--- config.mk ---
export PLATFORM = sky130hd
export DESIGN_NAME = reg_file_8x4
export DESIGN_NICKNAME = d
export VERILOG_FILES = /design/src/rtl/reg_file_8x4.sv
export SDC_FILE = /design/constraint.sdc
export NUM_CORES = 1
export LEC_CHECK = 0
export BUFFER_PORTS_ARGS = -buffer_cell sky130_fd_sc_hd__buf_2
export CORE_ASPECT_RATIO = 0.75
export CORE_MARGIN = 1
export CORE_UTILIZATION = 35
export DETAILED_ROUTE_END_ITERATION = 6
export HOLD_SLACK_MARGIN = 0.08
export PLACE_DENSITY = 0.59
export SYNTH_ARGS = -nofsm -noshare
export SYNTH_HDL_FRONTEND = slang
export SYNTH_SLANG_ARGS = --single-unit
--- constraint.sdc ---
create_clock -name clk -period 1.83 [get_ports clk]
set_clock_uncertainty 0.15 [all_clocks]
set_input_delay 0.0915 -clock clk [delete_from_list [all_inputs] [get_ports clk]]
set_output_delay 0.0915 -clock clk [all_outputs]
set_load 0.005 [all_outputs]
--- src/rtl/reg_file_8x4.sv ---
// reg_file_8x4 -- eight 4-bit registers with per-register write enables,
// two registered read ports, dirty tracking and a saturating counter of
// same-address dual writes.
//
// Ports:
//   clk                   clock, all state updates on the rising edge
//   rst_n                 asynchronous active-low reset
//   we                    global write strobe, gates every per-register enable
//   d[8]                  per-register 4-bit write data
//   enable[8]             per-register write enables
//   wr_addr_1, wr_addr_2  raw write addresses, used only for collision counting
//   rd_en                 read request for both read ports
//   rd_addr_1, rd_addr_2  read addresses
//   rd_data_1, rd_data_2  registered read data (1-cycle latency)
//   rd_valid              high for one cycle when rd_data_* are updated
//   dirty                 bit i set once register i is written since reset/clr
//   clr                   synchronous clear of dirty and coll_cnt
//   coll_cnt              saturating count of same-address dual writes
//
// Build option:
//   REG_FILE_BYPASS_EN    when defined, a read of a register being written in
//                         the same cycle returns the incoming data
//                         (write-first); otherwise the pre-write contents are
//                         returned (read-first) and no bypass mux exists.

module reg_file_8x4 #(
    parameter int CNT_W = 8
) (
    input  logic             clk,
    input  logic             rst_n,
    input  logic             we,
    input  logic [3:0]       d [8],
    input  logic             enable [8],
    input  logic [2:0]       wr_addr_1,
    input  logic [2:0]       wr_addr_2,
    input  logic             rd_en,
    input  logic [2:0]       rd_addr_1,
    input  logic [2:0]       rd_addr_2,
    output logic [3:0]       rd_data_1,
    output logic [3:0]       rd_data_2,
    output logic             rd_valid,
    output logic [7:0]       dirty,
    input  logic             clr,
    output logic [CNT_W-1:0] coll_cnt
);

    // Increment that sticks at all-ones instead of wrapping.
    function automatic logic [CNT_W-1:0] sat_inc(input logic [CNT_W-1:0] v);
        return (&v) ? v : v + {{(CNT_W-1){1'b0}}, 1'b1};
    endfunction

    logic [3:0] r [8];
    logic [7:0] wr_mask;
    logic [3:0] rd_word_1_p0;
    logic [3:0] rd_word_2_p0;
    logic       coll_p0;

    always_comb begin
        wr_mask = '0;
        for (int i = 0; i < 8; i++) begin
            wr_mask[i] = we & enable[i];
        end
    end

    assign coll_p0 = we && (wr_addr_1 == wr_addr_2);

`ifdef REG_FILE_BYPASS_EN
    // Forward the incoming write data when the addressed register is
    // being written on this same edge.
    assign rd_word_1_p0 = wr_mask[rd_addr_1] ? d[rd_addr_1] : r[rd_addr_1];
    assign rd_word_2_p0 = wr_mask[rd_addr_2] ? d[rd_addr_2] : r[rd_addr_2];
`else
    assign rd_word_1_p0 = r[rd_addr_1];
    assign rd_word_2_p0 = r[rd_addr_2];
`endif

    // ---- stage p0 -> p1: storage, read port, tracking ----
    always_ff @(posedge clk or negedge rst_n) begin
        if (!rst_n) begin
            for (int i = 0; i < 8; i++) begin
                r[i] <= 4'h0;
            end
        end else begin
            for (int i = 0; i < 8; i++) begin
                if (wr_mask[i]) begin
                    r[i] <= d[i];
                end
            end
        end
    end

    always_ff @(posedge clk or negedge rst_n) begin
        if (!rst_n) begin
            rd_data_1 <= 4'h0;
            rd_data_2 <= 4'h0;
            rd_valid  <= 1'b0;
        end else begin
            rd_valid <= rd_en;
            if (rd_en) begin
                rd_data_1 <= rd_word_1_p0;
                rd_data_2 <= rd_word_2_p0;
            end
        end
    end

    // clr drops history, but a write on the same edge still marks its
    // register dirty.
    always_ff @(posedge clk or negedge rst_n) begin
        if (!rst_n) begin
            dirty <= 8'h00;
        end else if (clr) begin
            dirty <= wr_mask;
        end else begin
            dirty <= dirty | wr_mask;
        end
    end

    always_ff @(posedge clk or negedge rst_n) begin
        if (!rst_n) begin
            coll_cnt <= '0;
        end else if (clr) begin
            coll_cnt <= '0;
        end else if (coll_p0) begin
            coll_cnt <= sat_inc(coll_cnt);
        end
    end

endmodule

Word level (Yosys, flattened, before mapping):

Cells that the tools add are included.

* logic and storage cells: 43
* bits of input ports: 57
* output and inout port bits: 25
* register bits: 57

* bitwise gates (word level): 11
* multiplexer cells: 10
* order comparisons: 2
* add/sub/neg operators: 1
* reduce and logical (&&, ||, !) cells: 4
* equal/unequal tests: 2

Operators by type and width (count)
* $mux 8: 4
* $bmux 4 s3: 2
* $mux 4: 4
* $add 8x1->8 const B: 1
* $and 1x1->1: 8
* $ge 4x4->1 const B: 2
* $not 3->4: 2
* $or 8x8->8: 1
* $reduce_and 8->1: 1
* $eq 3x3->1: 1
* $ne 2x2->1 const B: 1
* $reduce_and 2->1: 1
* $reduce_bool 2->1: 1
* $logic_and 1x1->1: 1

Logic depth before layout (Yosys ltp):

* word-level depth: 4
* depth in mapped cells: 5
* mapped depth without buffers: 5

Least setup slack after synthesis:

OpenSTA, ideal clock, no wires.

* path kind: reg-to-reg
* start point: reg coll_cnt[0]
* end point: reg coll_cnt[4]
* path slack: 153 ps
* period minus slack after synthesis: 1677 ps
* cell stages (with the launch flop): 6
* path buffers: 0
* setup time: 128 ps
* data arrival time: 1399 ps
* required time: 1552 ps
* cell sequence: dfrtp_1 > ha_1 > nand3_1 > nor2_4 > nor4b_2 > mux2_1

* longest elaborated chain between the ends: 4
* elaborated cells on any way between the ends: 7
* those cells by class: add/sub (1); eq/ne (1); mux (3); reduce/logical (2)

RTL lines
* start, declared: RTL line 44 `output logic [CNT_W-1:0] coll_cnt`
* start signal, assigned: RTL line 124 `coll_cnt <= sat_inc(coll_cnt);`
* $add 8x1->8: RTL line 49 `return (&v) ? v : v + {{(CNT_W-1){1'b0}}, 1'b1};`
* $mux 8: RTL line 49
* $mux 8: RTL line 123 `end else if (coll_p0) begin`
* $mux 8: RTL line 121 `end else if (clr) begin`

Several ways; a longest one is shown, not always the timed one. The select of a mux whose other input is x is not followed.
A chain may end at the register's enable or synchronous reset.

Worst setup path in the final report:

* start point: in enable[3] in the netlist's numbering
* end point: reg r[12] in the netlist's numbering

* longest elaborated chain between the ends: 1

RTL lines
* start, declared: RTL line 33 `input logic enable [8],`
* $and 1x1->1: RTL line 61 `wr_mask[i] = we & enable[i];`
* end signal, assigned by index: RTL line 86 `r[i] <= d[i];`
* end, declared: RTL line 52 `logic [3:0] r [8];`

No other way between the ends.

==> results.cfg <==
[drt]
m1WireLength_mm = 3.319
routed-wl-met2_mm = 3.289
met3_length_um = 375
top_layer_used = met4
wl_per_cell_um = 15.61
drtAntennaViolNets = 0
drtIter0Drc = 87
finalWirelength_mm = 7.118
drt_pass1_iterations = 5
drc = 0
vias = 2236
via_per_inst = 4.904

[synth]
synthesis.nets = 264
netlist.area_leader.share = 0.5196
yosys_warnings = 0
synth_area_leader_cell = dfrtp_1
synth_area_per_cell_um2 = 13.33
syn_inst = 206
synth-edff-count = 0
ys_seq_area_frac = 0.5196
synth_cell_type_count = 27
ys.flop_type = dfrtp_1
synth_area_um2 = 2745
yosysMostFrequentCell = dfrtp_1
ys_seq_elements = 57
async_reset_ff_frac = 1.000
synth_common_cells = 57 x dfrtp_1, 32 x mux2_2, 16 x mux4_2
yosys-top-cells-area = dfrtp_1 52%, mux2_2 13%, mux4_2 13%

[setup_path]
timing.rr.start = coll_cnt[0]$_DFFE_PN0P_
cp.required_ps = 1900
worst_setup_path_end_kind = flip-flop
arrival_ps = 1850
regToRegSetupSlack_ps = 80
path_class = primary input to flip-flop
cp-startpoint = enable[3]
worstPathMaxFanout = 5
regToRegEndpoint = coll_cnt[4]$_DFFE_PN0P_
r2r_cells = 5
cp-start-kind = primary input

[floorplan]
ios = 82
die_width_um = 104.3
core_area_um2 = 7466
initial_core_util = 0.3677
die-area_um2 = 8205
die-height_um = 78.70
rows = 27

[pwr]
p_total_mw = 3.449
pwr-share-clk = 0.358
cellLeakagePower_nw = 1.844
powerDensity_nw_per_um2 = 845.3
swShare = 0.2470
power_frac_comb = 0.198
switchingPower_mw = 0.8520
power_frac_seq = 0.444
power.internal_mw = 2.597
ir_drop_mv = 0.3578

[place]
io_buffers = 81
dp_hpwl_mm = 4.794
placed_cells = 378
gp_congestion = 0.7858

[sta]
slew_headroom = 0.6235
worst_pin_slew_ps = 564.8
max_freq_ghz = 0.5617
finalHoldViolations = 0
final_max_slew_viol_count = 0
rsz0062_at_grt = false
setup_viol = 0
period_share = 0.9729
tns_ps = 0
fin_crit_ps = 1780

[clock_tree]
post_cts_buffers = 0
cts_buffer_depth = 2
h-tree-depth = 3
clock_latency_ps = 340
clkTransAtPathRegs_ps = 60
root_buffer = clkbuf_8
cts_hold_buf = 62
tritoncts = done
cts_sinks = 57
cts_resized = 0
cts_made_buffers = 9

[final_layout]
layout-drive-gt1-share = 0.4169
seq_area_um2 = 1426
postLayoutCoreUtil = 0.5465
final_nets = 408
area_growth_pct = 48.63
multi_input_area_um2 = 1229
fillers = 664
final_cells = 456
diodes = 0

[global_route]
grt_pass1_vias = 2387
overflow = 0
grt_pass1_wl_mm = 11.60
antenna_found_initial = 0
grt_max_degree = 36
grt.total_usage = 0.1905

[hold_path]
hold_path.class = primary input to async pin

[job]
maxCapViolCount = 0

[status]
status = finished clean
per-stage QoR:
| stage | hold WS [ps] | area [um2] | setup WS [ps] |
|---|---|---|---|
| 2_1_floorplan | -354.1 | 2745 | 153.1 |
| 3_3_place_gp | -32.10 | 3252 | 114.5 |
| 3_5_place_dp | -25.30 | 3252 | 81.78 |
| 4_1_cts | 131.8 | 4080 | 71.94 |
| 5_1_grt | 173.7 | 4080 | 1.281 |
| 6_report | 125.5 | 4080 | 49.59 |
worst max path at each step:
stage,endpoint,slack (ps),depth (start not counted)
floorplan,coll_cnt[4]$_DFFE_PN0P_,150,5
global placement,coll_cnt[4]$_DFFE_PN0P_,110,5
detailed placement,coll_cnt[4]$_DFFE_PN0P_,80,5
CTS,coll_cnt[4]$_DFFE_PN0P_,70,5
global route,coll_cnt[4]$_DFFE_PN0P_,1,5
finish,r[12]$_DFFE_PN0P_,50,5
per-layer routing:
layer / up-vias / global-route usage
met4: 0 / 0.08000
met3: 16 / 0.05747
met2: 81 / 0.3020
met1: 1090 / 0.2440
li1: 1049 / -
met5: - / 0
power groups by stage:
stage               clock network (mW)  registers (mW)  logic [mW]
floorplan                            0            1.52       0.336
global placement                     0            1.55       0.529
detailed placement                   0            1.55       0.542
CTS                               1.26            1.53       0.684
global route                      1.32            1.55       0.748
finish                            1.23            1.53       0.684
logic make-up (layout without fill, tap and decap cells):
family | after synthesis | count (layout) | share of synthesized area
AO/OA/AOI/OAI | 26 | 26 | 0.05196
XOR/XNOR | 3 | 3 | 0.009573
adder cells (fa/ha/maj) | 1 | 1 | 0.004557
buffers and inverters | 22 | 171 | 0.03282
flip-flops | 57 | 57 | 0.5196
multiplexers | 59 | 59 | 0.3036
AND/OR/NAND/NOR | 38 | 38 | 0.07793
layout make-up:
cell class,instances,share of cell area
Multi-Input combinational cell,127,0.3011
Clock buffer,14,0.04232
Inverter,10,0.009200
Sequential cell,57,0.3496
Clock inverter,2,0.008586
Timing Repair Buffer,145,0.2582
Tap cell,101,0.03097
sequential cells by signal, indices dropped and copies added (netlist names):
register,flops
coll_cnt,8
rd_data_2,4
rd_valid,1
rd_data_1,4
r,32
dirty,8
worst max-delay path, stage by stage:
cell and delay [ps]:
dlygate4sd3_1 540, buf_2 120, nand2_1 160, mux2_2 360, dlygate4sd3_1 570
placed cells by master, fill, tap and decap left out, types with 2 or more instances in the layout:
cell           Yosys  final
a21oi_1           13     13
buf_2              3     81
clkbuf_1           7      2
clkbuf_8           0     12
dfrtp_1           57     57
dlygate4sd3_1      0     62
inv_1             10     10
mux2_1             2      2
mux2_2            32     32
mux2i_1            9      9
mux4_2            16     16
nand2_1           10     10
nand2b_1           2      2
nand3_1            3      3
nand4_1            2      2
nor2_1            11     11
nor2b_1            2      2
o21ai_0            9      9
o31ai_1            2      2
o41ai_1            2      2
or3_1              2      2
or4_1              3      3
xnor2_1            3      3
Note: power is estimated with default switching activity, not from simulation.
